==> config.mk <==
export PLATFORM = sky130hd
export DESIGN_NAME = scc_init_sequencer
export DESIGN_NICKNAME = d
export VERILOG_FILES = /design/src/rtl/scc_init_sequencer.sv
export SDC_FILE = /design/constraint.sdc
export NUM_CORES = 1
export LEC_CHECK = 0
export ABC_CLOCK_PERIOD_IN_PS = 8900
export CORE_UTILIZATION = 55
export CTS_BUF_LIST = sky130_fd_sc_hd__clkbuf_8
export DETAILED_ROUTE_END_ITERATION = 12
export DONT_BUFFER_PORTS = 1
export PLACE_DENSITY = 0.79
export SETUP_SLACK_MARGIN = 0.02
export SLEW_MARGIN = 20
export SYNTH_ARGS = -nofsm -noshare
export SYNTH_HDL_FRONTEND = slang
export SYNTH_SLANG_ARGS = --single-unit
==> constraint.sdc <==
create_clock -name clk_14m -period 8.9 [get_ports clk_14m]
set_clock_uncertainty 0.15 [all_clocks]
set_input_delay 2.67 -clock clk_14m [delete_from_list [all_inputs] [get_ports clk_14m]]
set_output_delay 2.67 -clock clk_14m [all_outputs]
set_load 0.01 [all_outputs]
==> src/rtl/scc_init_sequencer.sv <==
// SCC init sequencer: replays a register table into the Z8530 using pointer/value
// write pairs, sharing the single SCC bus port with live CPU accesses on ph0 slots.
module scc_init_sequencer #(
    parameter int unsigned TABLE_LEN  = 16,
    parameter int unsigned GAP_SLOTS  = 2,
    parameter bit          AUTO_START = 1'b1
) (
    input  logic        clk_14m,
    input  logic        reset,
    input  logic        ph0_en,
    input  logic        start,
    input  logic        cpu_cs,
    input  logic        cpu_we,
    input  logic [1:0]  cpu_rs,
    input  logic [7:0]  cpu_wdata,
    output logic [7:0]  cpu_rdata,
    output logic        cpu_wait,
    output logic        scc_cs,
    output logic        scc_we,
    output logic [1:0]  scc_rs,
    output logic [7:0]  scc_wdata,
    input  logic [7:0]  scc_rdata,
    output logic [3:0]  tbl_idx,
    input  logic [12:0] tbl_entry,
    output logic        busy,
    output logic        done
);

    typedef enum logic [2:0] {
        S_IDLE,
        S_PTR,
        S_VAL,
        S_GAP,
        S_DONE
    } state_t;

    localparam logic [3:0] LAST_IDX = 4'(TABLE_LEN - 1);
    localparam logic [2:0] GAP_LOAD = 3'(GAP_SLOTS);

    state_t      r_state, w_state_next;
    logic [3:0]  r_idx, w_idx_next;
    logic [2:0]  r_gap, w_gap_next;
    logic        r_busy, w_busy_next;
    logic        r_done, w_done_next;
    logic        r_pending, w_pending_next;

    logic        w_port;
    logic [3:0]  w_reg;
    logic [7:0]  w_val;
    logic        w_grant;
    logic        w_seq_cs;
    logic [7:0]  w_seq_wdata;

    assign w_port = tbl_entry[12];
    assign w_reg  = tbl_entry[11:8];
    assign w_val  = tbl_entry[7:0];

    always_ff @(posedge clk_14m or posedge reset) begin
        if (reset) begin
            r_state   <= S_IDLE;
            r_idx     <= '0;
            r_gap     <= '0;
            r_busy    <= 1'b0;
            r_done    <= 1'b0;
            r_pending <= AUTO_START;
        end else begin
            r_state   <= w_state_next;
            r_idx     <= w_idx_next;
            r_gap     <= w_gap_next;
            r_busy    <= w_busy_next;
            r_done    <= w_done_next;
            r_pending <= w_pending_next;
        end
    end

    always_comb begin
        w_state_next   = r_state;
        w_idx_next     = r_idx;
        w_gap_next     = r_gap;
        w_busy_next    = r_busy;
        w_done_next    = r_done;
        w_pending_next = r_pending;
        w_grant        = 1'b1;
        w_seq_cs       = 1'b0;
        w_seq_wdata    = '0;

        case (r_state)
            S_IDLE, S_DONE: begin
                if (ph0_en && (start || r_pending)) begin
                    w_state_next   = S_PTR;
                    w_idx_next     = '0;
                    w_done_next    = 1'b0;
                    w_busy_next    = 1'b1;
                    w_pending_next = 1'b0;
                end
            end
            S_PTR: begin
                w_grant = 1'b0;
                if (w_reg == 4'hF) begin
                    if (ph0_en) begin
                        w_state_next = S_DONE;
                        w_busy_next  = 1'b0;
                        w_done_next  = 1'b1;
                    end
                end else if (w_reg == 4'h0) begin
                    // WR0 target: the value write itself lands in this slot
                    w_seq_cs    = ph0_en;
                    w_seq_wdata = w_val;
                    if (ph0_en) begin
                        w_gap_next   = GAP_LOAD;
                        w_state_next = S_GAP;
                    end
                end else begin
                    w_seq_cs    = ph0_en;
                    w_seq_wdata = {4'b0000, w_reg};
                    if (ph0_en) begin
                        w_state_next = S_VAL;
                    end
                end
            end
            S_VAL: begin
                w_grant     = 1'b0;
                w_seq_cs    = ph0_en;
                w_seq_wdata = w_val;
                if (ph0_en) begin
                    w_gap_next   = GAP_LOAD;
                    w_state_next = S_GAP;
                end
            end
            S_GAP: begin
                if (ph0_en) begin
                    w_gap_next = r_gap - 3'd1;
                    if (r_gap <= 3'd1) begin
                        w_gap_next = '0;
                        if (r_idx == LAST_IDX) begin
                            w_state_next = S_DONE;
                            w_busy_next  = 1'b0;
                            w_done_next  = 1'b1;
                        end else begin
                            w_idx_next   = r_idx + 4'd1;
                            w_state_next = S_PTR;
                        end
                    end
                end
            end
            default: begin
                w_state_next = S_IDLE;
            end
        endcase
    end

    always_comb begin
        scc_cs    = 1'b0;
        scc_we    = 1'b0;
        scc_rs    = '0;
        scc_wdata = '0;
        if (!reset) begin
            if (w_grant) begin
                scc_cs    = cpu_cs;
                scc_we    = cpu_we;
                scc_rs    = cpu_rs;
                scc_wdata = cpu_wdata;
            end else begin
                scc_cs    = w_seq_cs;
                scc_we    = w_seq_cs;
                scc_rs    = {1'b0, w_port};
                scc_wdata = w_seq_wdata;
            end
        end
    end

    assign cpu_wait  = cpu_cs & ~w_grant;
    assign cpu_rdata = scc_rdata;
    assign tbl_idx   = r_idx;
    assign busy      = r_busy;
    assign done      = r_done;

endmodule

-- Yosys cells after proc, flatten, opt, wreduce, memory -nomap -nowiden
Index checks and enable logic that the tools add are counted.
- flip-flop bits (word level): 13
- input port bits: 37
- output and inout bits: 27
- $add $sub $neg: 2
- $lt $le $gt $ge: 1
- equal/unequal tests: 17
- multiplexer cells: 48
- bitwise gates (word level): 1
- reductions and logical operators: 14
- operators by type and width (cell ; number):
    3-bit 2-to-1 mux ; 14
    8-bit 2-to-1 mux ; 4
    2-bit != test, second input constant ; 9
    1-bit 2-to-1 mux ; 17
    4-bit 2-to-1 mux ; 4
    8-bit one-hot mux with 2 select lines ; 1
    3-bit one-hot mux with 4 select lines ; 1
    5-bit AND reduction ; 2
    3-bit one-hot mux with 3 select lines ; 1
    4-bit equality test, second input constant ; 2
    4-bit one-hot mux with 2 select lines ; 1
    7-bit AND reduction ; 1
    3-bit by 2-bit equality test with 1-bit output, second input constant ; 2
    3-bit != test, second input constant ; 2
    1-bit one-hot mux with 3 select lines ; 2
    3-bit nonzero test ; 2
    4-bit by 1-bit adder with 4-bit output, second input constant ; 1
    4-bit logical NOT ; 1
    2-bit 2-to-1 mux ; 2
    4-bit AND reduction ; 1
    2-bit OR reduction ; 2
    3-bit by 1-bit equality test with 1-bit output, second input constant ; 1
    3-bit equality test, second input constant ; 1
    3-bit by 1-bit <= comparator with 1-bit output, second input constant ; 1
    8 further kinds ; 8

-- Depth between registers and ports, before layout
Gate-level depths: netlist of the first run.
- word-level depth: 6
- depth in mapped cells: 6
- gate-level depth less buffers: 6

-- Least setup slack after synthesis of the first run
No wires, ideal clock.
- kind: in2out
- start point: input tbl_entry[8]
- end point: output scc_wdata[0]
- arrival time: 4.100 ns
- path slack: 1.980 ns
- stages: 4
- path buffers: 0
- path through: or4_4 or3_4 a211oi_4 a221o_2
- longest elaborated chain between the ends: 6
- RTL lines (element ; RTL line ; source):
    start, declared ; 24 ; input logic [12:0] tbl_entry,
    4-bit logical NOT ; 105 ; end else if (w_reg == 4'h0) begin
    8-bit 2-to-1 mux ; 105 ;
    8-bit 2-to-1 mux * ; 99 ; if (w_reg == 4'hF) begin
    8-bit one-hot mux with 2 select lines * ; 87 ; case (r_state)
    8-bit 2-to-1 mux * ; 158 ; if (w_grant) begin
    8-bit 2-to-1 mux * ; 157 ; if (!reset) begin
    end, declared ; 21 ; output logic [7:0] scc_wdata,
Mark *: on every way between the ends. The rest lies on a longest branch, timed or not.

-- Worst setup path in the final report of the first run
- start point: input tbl_entry[8]
- end point: output scc_wdata[1]
The elaborated chain is that of the path after synthesis.

==> flow_summary.json, run 1 <==
{
  "worstSetupEndpointType": "primary output",
  "hp-start": "r_pending$_DFFE_PP1P_",
  "timing.critical_path.arrival_ns": 4.16,
  "report.final.slew_viol_count": 0,
  "cts_resized": 0,
  "drive_above_1_share": 0.1870,
  "cts_made_buffers": 3,
  "cellLeakagePower_nw": 0.4753,
  "yosys_warnings": 0,
  "initial_antenna_violation_count": 0,
  "layout.filler_cells": 185,
  "synth_edf_count": 0,
  "worstSkewPairLatency_ns": 0.25,
  "worst_pin_slew_ns": 0.6115,
  "groute.usage.overall": 0.2359,
  "power_frac_comb": 0.565,
  "postSynthAreaPerCell_um2": 8.900,
  "floorplan.initialDensity": 0.5912,
  "drt_first_pass_iters": 4,
  "stdcell_area_um2": 1171,
  "finish.net_count": 164,
  "max_clock_freq_mhz": 143.2,
  "synthDistinctLibCells": 45,
  "final_cells": 150,
  "layout.cells.most_common_list": "sky130_fd_sc_hd__dfrtp_1, sky130_fd_sc_hd__nor2_1, sky130_fd_sc_hd__inv_1, sky130_fd_sc_hd__a22o_1, sky130_fd_sc_hd__nand2_1",
  "globalRoute.totalOverflow": 0,
  "max-clock-path-buffers": 2,
  "period_minus_slack_ns": 6.985,
  "clk_transition_reported_paths_ns": 0.06,
  "die_y_extent_um": 48.39,
  "fin_crit_sh": 0.7848,
  "worstPathMaxFanout": 8,
  "run_status": "finished, final reports clean",
  "ctsHoldBuffers": 0,
  "ios": 64,
  "detail_route.wl_per_cell_um": 17.39,
  "critPathLaunchType": "input pin",
  "worstSetupStartpoint": "tbl_entry[8]",
  "floorplan.die_area_um2": 2342,
  "finalWeightedCongestion": 0.7704,
  "timing.rr.start": "r_state[1]$_DFFE_PP0P_",
  "p_seq_frac": 0.303,
  "grt_first_pass_wirelength_um": 4388,
  "placedCellCount": 146,
  "place_area_um2": 1126,
  "min-delay-path-class": "flip-flop to flip-flop",
  "final_common_cell": "sky130_fd_sc_hd__dfrtp_1",
  "detail_route_antenna_nets": 0,
  "worst-r2r-cell-count": 4,
  "tritoncts_clock_tree": "yes",
  "hold_viol": 0,
  "htreeDepth": 1,
  "first_global_vias": 1033,
  "worst_r2r_endpoint": "tbl_idx[0]$_DFFE_PP0P_",
  "core-area_um2": 2002,
  "grt_setup_unrepaired": "no",
  "post-dp-hpwl_um": 2006,
  "slew_headroom": 0.5923,
  "cts_num_sinks": 13,
  "synth_flop_cell": "sky130_fd_sc_hd__dfrtp_1",
  "remaining_drc_errors": 0,
  "hold_end": "r_pending$_DFFE_PP1P_",
  "port-buffer-count": 0,
  "mappedNetlistNets": 173,
  "num_antenna_cells": 0,
  "asyncSetResetFlopFracSynth": 1.000,
  "power.net_switching_uw": 188.3,
  "rrSetupSlack_ns": 6.49,
  "swShare": 0.4674,
  "grt_start_max_net_pins": 23,
  "sequential_fraction_of_the_synthesis_area": 0.2759,
  "cp.required_ns": 6.08,
  "via_count": 1056,
  "row_count": 16,
  "max_cap_violations": 0,
  "fin_setup_tns_ns": 0,
  "finalSetupViolCount": 0,
  "cts_root_buffer": "sky130_fd_sc_hd__clkbuf_8",
  "power_density_nw_per_um2": 344.0,
  "postCtsSetupRepairBufs": 0,
  "totalWireLength_um": 2609,
  "peak_supply_drop_uv": 157.5,
  "critPathKind": "input pin to primary output",
  "die_width_um": 48.39,
  "layout-area-overhead-vs-synth_pct": -1.057,
  "gate_count_post_synth": 133,
  "drt_iter0_markers": 27,
  "min_path_cells": 1,
  "netlist_area_um2": 1184,
  "yosys_register_bits": 13,
  "internal_power_uw": 214.6,
  "pwr-share-clk": 0.132,
  "routed_via_density": 7.040
}
[routing by layer]
metal / share of wire / vias to the layer above / track usage
li1: - / 478 / -
met1: 0.39 / 510 / 0.2530
met2: 0.50 / 62 / 0.4108
met3: 0.10 / 6 / 0.08491
met4: 0.010 / 0 / 0.1127
met5: 0 / - / 0
[registers in the layout, indices dropped and copies added, names as in the netlist]
register	flops
r_gap	3
r_state	3
done	1
busy	1
r_pending	1
tbl_idx	4
[kinds of logic (layout without fill, tap and decap cells)]
| group | count (synthesis) | after routing | share of synthesized area |
|---|---|---|---|
| AND/OR/NAND/NOR | 43 | 43 | 0.2072 |
| AO/OA/AOI/OAI | 48 | 48 | 0.3340 |
| adder cells (fa/ha/maj) | 3 | 3 | 0.03172 |
| buffers and inverters | 20 | 10 | 0.09619 |
| multiplexers | 6 | 6 | 0.05497 |
| flip-flops | 13 | 13 | 0.2759 |
[cell type report]
type	instances	area, µm²	share of cell area
clock buffers	3	41.29	0.03526
clock inverters	1	3.754	0.003205
inverters	6	22.52	0.01923
multi-input cells	100	743.2	0.6346
flip-flops and latches	13	326.6	0.2788
well taps	27	33.78	0.02885
[Yosys cell counts, types with 2 or more instances]
cell | number | share of area
sky130_fd_sc_hd__a21oi_1 | 6 | 0.025
sky130_fd_sc_hd__a221o_2 | 4 | 0.038
sky130_fd_sc_hd__a22o_1 | 7 | 0.052
sky130_fd_sc_hd__a22o_2 | 5 | 0.042
sky130_fd_sc_hd__a22oi_1 | 3 | 0.019
sky130_fd_sc_hd__a32o_1 | 2 | 0.017
sky130_fd_sc_hd__and2_1 | 3 | 0.016
sky130_fd_sc_hd__buf_4 | 10 | 0.063
sky130_fd_sc_hd__clkbuf_1 | 3 | 0.0095
sky130_fd_sc_hd__dfrtp_1 | 12 | 0.25
sky130_fd_sc_hd__ha_1 | 3 | 0.032
sky130_fd_sc_hd__inv_1 | 6 | 0.019
sky130_fd_sc_hd__mux2_2 | 4 | 0.038
sky130_fd_sc_hd__mux2i_1 | 2 | 0.017
sky130_fd_sc_hd__nand2_1 | 7 | 0.022
sky130_fd_sc_hd__nand2b_1 | 3 | 0.016
sky130_fd_sc_hd__nand3_1 | 2 | 0.0085
sky130_fd_sc_hd__nor2_1 | 11 | 0.035
sky130_fd_sc_hd__nor2b_1 | 3 | 0.016
sky130_fd_sc_hd__nor3b_1 | 4 | 0.025
sky130_fd_sc_hd__o211ai_1 | 2 | 0.013
sky130_fd_sc_hd__o21ai_0 | 6 | 0.025
sky130_fd_sc_hd__o21ba_2 | 2 | 0.017
sky130_fd_sc_hd__o32ai_1 | 2 | 0.015
[through the flow]
step                        util  power (mW)  setup WS, ns  hold WS [ns]
after global placement    0.5625      0.3412         1.929        0.3220
after floorplan                -      0.3214         1.980        0.3101
final                     0.5850      0.4028         1.915        0.3403
after detailed placement  0.5625      0.3487         1.907        0.3332
after global routing      0.5850      0.4377         1.871        0.3503
after CTS                 0.5850      0.4024         1.907        0.3413
[worst max-delay path, cell delays in order]
cell,delay (ns)
sky130_fd_sc_hd__or4_4,0.54
sky130_fd_sc_hd__or3_4,0.35
sky130_fd_sc_hd__a211oi_4,0.36
sky130_fd_sc_hd__a221o_2,0.25
[power groups by stage]
stage          logic, mW  clock network (mW)  registers, mW
2_1_floorplan      0.224                   0         0.0973
3_5_place_dp       0.225                   0          0.124
6_report           0.228              0.0533          0.122
3_3_place_gp       0.219                   0          0.122
4_1_cts            0.227              0.0537          0.122
5_1_grt            0.253              0.0569          0.128
[worst max path at each step]
stage | endpoint | slack [ns] | cells past startpoint
2_1_floorplan | scc_wdata[0] | 1.98 | 4
3_3_place_gp | scc_wdata[2] | 1.93 | 4
3_5_place_dp | scc_wdata[1] | 1.91 | 4
4_1_cts | scc_wdata[1] | 1.91 | 4
5_1_grt | scc_wdata[3] | 1.87 | 4
6_report | scc_wdata[1] | 1.92 | 4
(Power assumes the default switching activity.)
==> run 2, diff against run 1 <==
- ABC_CLOCK_PERIOD_IN_PS: 8900 -> 6800
- clock period: 8.9 -> 6.8 ns (I/O delays scaled with it)
==> flow_summary.json, run 2 (synthesized netlist as in run 1, its figures left out) <==
{
  "postCtsSetupRepairBufs": 0,
  "ctsHoldBuffers": 0,
  "grt_start_max_net_pins": 23,
  "drt_first_pass_iters": 4,
  "groute.usage.overall": 0.2326,
  "report.final.slew_viol_count": 0,
  "met3RoutedLength_um": 223,
  "htreeDepth": 1,
  "largest_reg_flops": 4,
  "worst-r2r-cell-count": 4,
  "globalRoute.totalOverflow": 0,
  "worstSetupEndpointType": "primary output",
  "drive_above_1_share": 0.1870,
  "cts_root_buffer": "sky130_fd_sc_hd__clkbuf_8",
  "detail_route_antenna_nets": 0,
  "via_count": 1034,
  "hold_slack_ns": 0.3356,
  "rrSetupSlack_ns": 4.39,
  "topRoutingLayerUsed": "met4",
  "core-area_um2": 2002,
  "total_power_uw": 526.3,
  "placedCellCount": 146,
  "routed_via_density": 6.893,
  "port-buffer-count": 0,
  "floorplan.die_area_um2": 2342,
  "stdcell_area_um2": 1171,
  "finalSetupViolCount": 0,
  "critPathKind": "input pin to primary output",
  "worstPathMaxFanout": 8,
  "finish.net_count": 164,
  "initial_antenna_violation_count": 0,
  "die_y_extent_um": 48.39,
  "cts_made_buffers": 3,
  "layout.area.seq_um2": 326.6,
  "worstSetupStartpoint": "tbl_entry[8]",
  "timing.critical_path.arrival_ns": 3.54,
  "totalWireLength_um": 2600,
  "cellLeakagePower_nw": 0.4753,
  "critPathLaunchType": "input pin",
  "layout-area-overhead-vs-synth_pct": -1.057,
  "timing.rr.start": "r_state[1]$_DFFE_PP0P_",
  "fin_setup_tns_ns": 0,
  "worst_pin_slew_ns": 0.6167,
  "detail_route.wl_per_cell_um": 17.33,
  "drt_iter0_markers": 18,
  "layout.filler_cells": 195,
  "remaining_drc_errors": 0,
  "max-clock-path-buffers": 2,
  "post-dp-hpwl_um": 2005,
  "cp.required_ns": 4.61,
  "worstSkewPairLatency_ns": 0.25,
  "max_clock_freq_mhz": 174.5,
  "cts_resized": 0,
  "min-delay-path-class": "flip-flop to flip-flop",
  "grt_first_pass_wirelength_um": 4305,
  "wl_met1_um": 1044,
  "first_global_vias": 1046,
  "cts_num_sinks": 13,
  "row_count": 16,
  "layout.cells.most_common_list": "sky130_fd_sc_hd__dfrtp_1, sky130_fd_sc_hd__nor2_1, sky130_fd_sc_hd__inv_1, sky130_fd_sc_hd__a22o_1, sky130_fd_sc_hd__nand2_1",
  "finalWeightedCongestion": 0.7706,
  "met2_wirelength_um": 1276,
  "hold_viol": 0,
  "die_width_um": 48.39,
  "max_cap_violations": 0,
  "critPathCapture": "scc_wdata[1]",
  "final_common_cell": "sky130_fd_sc_hd__dfrtp_1",
  "final_cells": 150,
  "power_density_nw_per_um2": 449.4,
  "slew_headroom": 0.5888,
  "tritoncts_clock_tree": "yes",
  "fin_crit_sh": 0.8428,
  "run_status": "finished, final reports clean",
  "place_area_um2": 1126,
  "grt_setup_unrepaired": "no",
  "multiInputGateArea_um2": 743.2,
  "num_antenna_cells": 0,
  "clk_transition_reported_paths_ns": 0.05,
  "period_minus_slack_ns": 5.731,
  "peak_supply_drop_uv": 205.1,
  "floorplan.initialDensity": 0.5912,
  "worst_r2r_endpoint": "tbl_idx[0]$_DFFE_PP0P_",
  "ios": 64
}
[run 2: area by class of cell]
type                            count  share of cell area
Clock buffer                        3             0.03526
Tap cell                           27             0.02885
Sequential cell                    13              0.2788
Clock inverter                      1            0.003205
Multi-Input combinational cell    100              0.6346
Inverter                            6             0.01923
[run 2: how the worst min path moves through the flow]
stage                     startpoint                    end  slack [ns]  cells past startpoint
5_1_grt        r_pending$_DFFE_PP1P_  r_pending$_DFFE_PP1P_        0.35                      1
3_5_place_dp   r_pending$_DFFE_PP1P_  r_pending$_DFFE_PP1P_        0.33                      1
4_1_cts        r_pending$_DFFE_PP1P_  r_pending$_DFFE_PP1P_        0.34                      1
2_1_floorplan  r_pending$_DFFE_PP1P_  r_pending$_DFFE_PP1P_        0.31                      1
6_report       r_pending$_DFFE_PP1P_  r_pending$_DFFE_PP1P_        0.34                      1
3_3_place_gp   r_pending$_DFFE_PP1P_  r_pending$_DFFE_PP1P_        0.32                      1
[run 2: through the flow]
step | worst slack, ns | utilization
6_report | 1.069 | 0.5850
3_5_place_dp | 1.070 | 0.5625
5_1_grt | 1.033 | 0.5850
3_3_place_gp | 1.089 | 0.5625
4_1_cts | 1.068 | 0.5850
2_1_floorplan | 1.140 | -
[run 2: report_power, final]
part           leakage (nW)  switching (mW)  total [mW]  internal [mW]
registers             0.162          0.0570       0.161          0.104
logic                 0.286           0.158       0.295          0.137
clock network        0.0269          0.0302      0.0702         0.0400
total                 0.475           0.245       0.526          0.281
[run 2: worst max-delay path, cell delays in order]
cell	delay (ns)
sky130_fd_sc_hd__or4_4	0.54
sky130_fd_sc_hd__or3_4	0.35
sky130_fd_sc_hd__a211oi_4	0.36
sky130_fd_sc_hd__a221o_2	0.25
[run 2: metal layers]
layer,global-route usage,vias to the layer above
met5,0,-
met4,0.1520,0
met3,0.05031,9
met2,0.4038,51
met1,0.2550,494
li1,-,480
==> run 3, diff against run 2 <==
- ABC_CLOCK_PERIOD_IN_PS: 6800 -> 5500
- clock period: 6.8 -> 5.5 ns (I/O delays scaled with it)
==> flow_summary.json, run 3 (synthesized netlist as in run 1, its figures left out) <==
{
  "run_status": "finished, final reports clean",
  "max_clock_freq_mhz": 202.0,
  "via_count": 1049,
  "worstSkewPairLatency_ns": 0.25,
  "globalRoute.totalOverflow": 0,
  "power.net_switching_uw": 303.0,
  "largest_reg_flops": 4,
  "worstPathMaxFanout": 8,
  "final_common_cell": "sky130_fd_sc_hd__dfrtp_1",
  "fin_crit_sh": 0.9002,
  "finish.net_count": 164,
  "port-buffer-count": 0,
  "detail_route.wl_per_cell_um": 17.57,
  "tritoncts_clock_tree": "yes",
  "power_density_nw_per_um2": 554.9,
  "layout-area-overhead-vs-synth_pct": -1.057,
  "critical_path.cell_chain": "or4_4 -> or3_4 -> a211oi_4 -> a221o_2",
  "max-clock-path-buffers": 2,
  "grt_first_pass_wirelength_um": 4250,
  "period_minus_slack_ns": 4.951,
  "max_cap_violations": 0,
  "die_y_extent_um": 48.39,
  "floorplan.initialDensity": 0.5912,
  "first_global_vias": 1043,
  "cellLeakagePower_nw": 0.4753,
  "global_route.usage.met1": 0.2425,
  "pwr-share-clk": 0.131,
  "dp_slack_ns": 0.5477,
  "worst_pin_slew_ns": 0.6107,
  "post-dp-hpwl_um": 2036,
  "routed_via_density": 6.993,
  "drt_iter0_markers": 17,
  "initial_antenna_violation_count": 0,
  "core-area_um2": 2002,
  "num_antenna_cells": 0,
  "peak_supply_drop_uv": 249.5,
  "slowest_stage": "sky130_fd_sc_hd__or4_4",
  "swShare": 0.4662,
  "report.final.slew_viol_count": 0,
  "postCtsSetupRepairBufs": 0,
  "grt_util_met2": 0.4108,
  "worstSetupEndpointType": "primary output",
  "cts_resized": 0,
  "totalWireLength_um": 2635,
  "finalWeightedCongestion": 0.7707,
  "htreeDepth": 1,
  "grt_setup_unrepaired": "no",
  "internal_power_uw": 346.9,
  "layout.cells.most_common_list": "sky130_fd_sc_hd__dfrtp_1, sky130_fd_sc_hd__nor2_1, sky130_fd_sc_hd__inv_1, sky130_fd_sc_hd__a22o_1, sky130_fd_sc_hd__nand2_1",
  "hold_viol": 0,
  "grt_start_max_net_pins": 23,
  "layer_carrying_the_most_global_route_usage": "met2",
  "cp.required_ns": 3.70,
  "row_count": 16,
  "die_width_um": 48.39,
  "remaining_drc_errors": 0,
  "ctsHoldBuffers": 0,
  "cts_num_sinks": 13,
  "critPathKind": "input pin to primary output",
  "floorplan.die_area_um2": 2342,
  "groute.usage.overall": 0.2291,
  "timing.critical_path.arrival_ns": 3.15,
  "fin_setup_tns_ns": 0,
  "power_frac_comb": 0.563,
  "cts_root_buffer": "sky130_fd_sc_hd__clkbuf_8",
  "final_critical_path_setup_slack_ns": 0.5491,
  "critPathLaunchType": "input pin",
  "drt_first_pass_iters": 4,
  "detail_route_antenna_nets": 0,
  "cts_made_buffers": 3,
  "ios": 64,
  "clk_transition_reported_paths_ns": 0.05,
  "slowest_delay_ns": 0.54,
  "slew_headroom": 0.5914,
  "min-delay-path-class": "flip-flop to flip-flop",
  "drive_above_1_share": 0.1870,
  "p_seq_frac": 0.305,
  "gr-usage-met3": 0.04717,
  "finalSetupViolCount": 0
}
[run 3: worst paths after layout]
path	start	end	slack, ns	cells past startpoint
max reg2reg	r_state[1]$_DFFE_PP0P_	tbl_idx[0]$_DFFE_PP0P_	3.10	4
min reg2reg	r_pending$_DFFE_PP1P_	r_pending$_DFFE_PP1P_	0.34	1
min in group asynchronous	reset	r_state[0]$_DFFE_PP0P_	1.16	1
min	r_pending$_DFFE_PP1P_	r_pending$_DFFE_PP1P_	0.34	1
max in group asynchronous	reset	r_pending$_DFFE_PP1P_	3.69	1
max	tbl_entry[8]	scc_wdata[0]	0.55	4
[run 3: area by class of cell]
class | instances | area, µm²
well taps | 27 | 33.78
multi-input cells | 100 | 743.2
clock buffers | 3 | 41.29
flip-flops and latches | 13 | 326.6
clock inverters | 1 | 3.754
inverters | 6 | 22.52
fillers | 190 | 830.8
[run 3: stage by stage]
stage	hold WS [ns]	cells	util	instance area [µm²]	power [mW]
CTS	0.3410	150	0.5850	1171	0.6512
global route	0.3501	150	0.5850	1171	0.7035
global placement	0.3220	146	0.5625	1126	0.5521
finish	0.3379	150	0.5850	1171	0.6499
detailed placement	0.3332	146	0.5625	1126	0.5651
floorplan	0.3101	133	-	1184	0.5202
[run 3: power by group through the flow]
stage	combinational (mW)	sequential (mW)	clock [mW]
CTS	0.366	0.198	0.0865
global placement	0.355	0.198	0
global route	0.405	0.207	0.0909
detailed placement	0.365	0.200	0
finish	0.366	0.198	0.0853
floorplan	0.363	0.158	0
[run 3: layer usage]
| layer | wire [µm] | vias up |
|---|---|---|
| met5 | 0 | - |
| met1 | 1071 | 510 |
| met3 | 208 | 7 |
| met4 | 45 | 0 |
| met2 | 1310 | 53 |
| li1 | - | 479 |
[run 3: critical path, delay by kind of cell]
| kind | cells | cell delay (ns) |
|---|---|---|
| compound gates | 2 | 0.61 |
| simple gates | 2 | 0.89 |
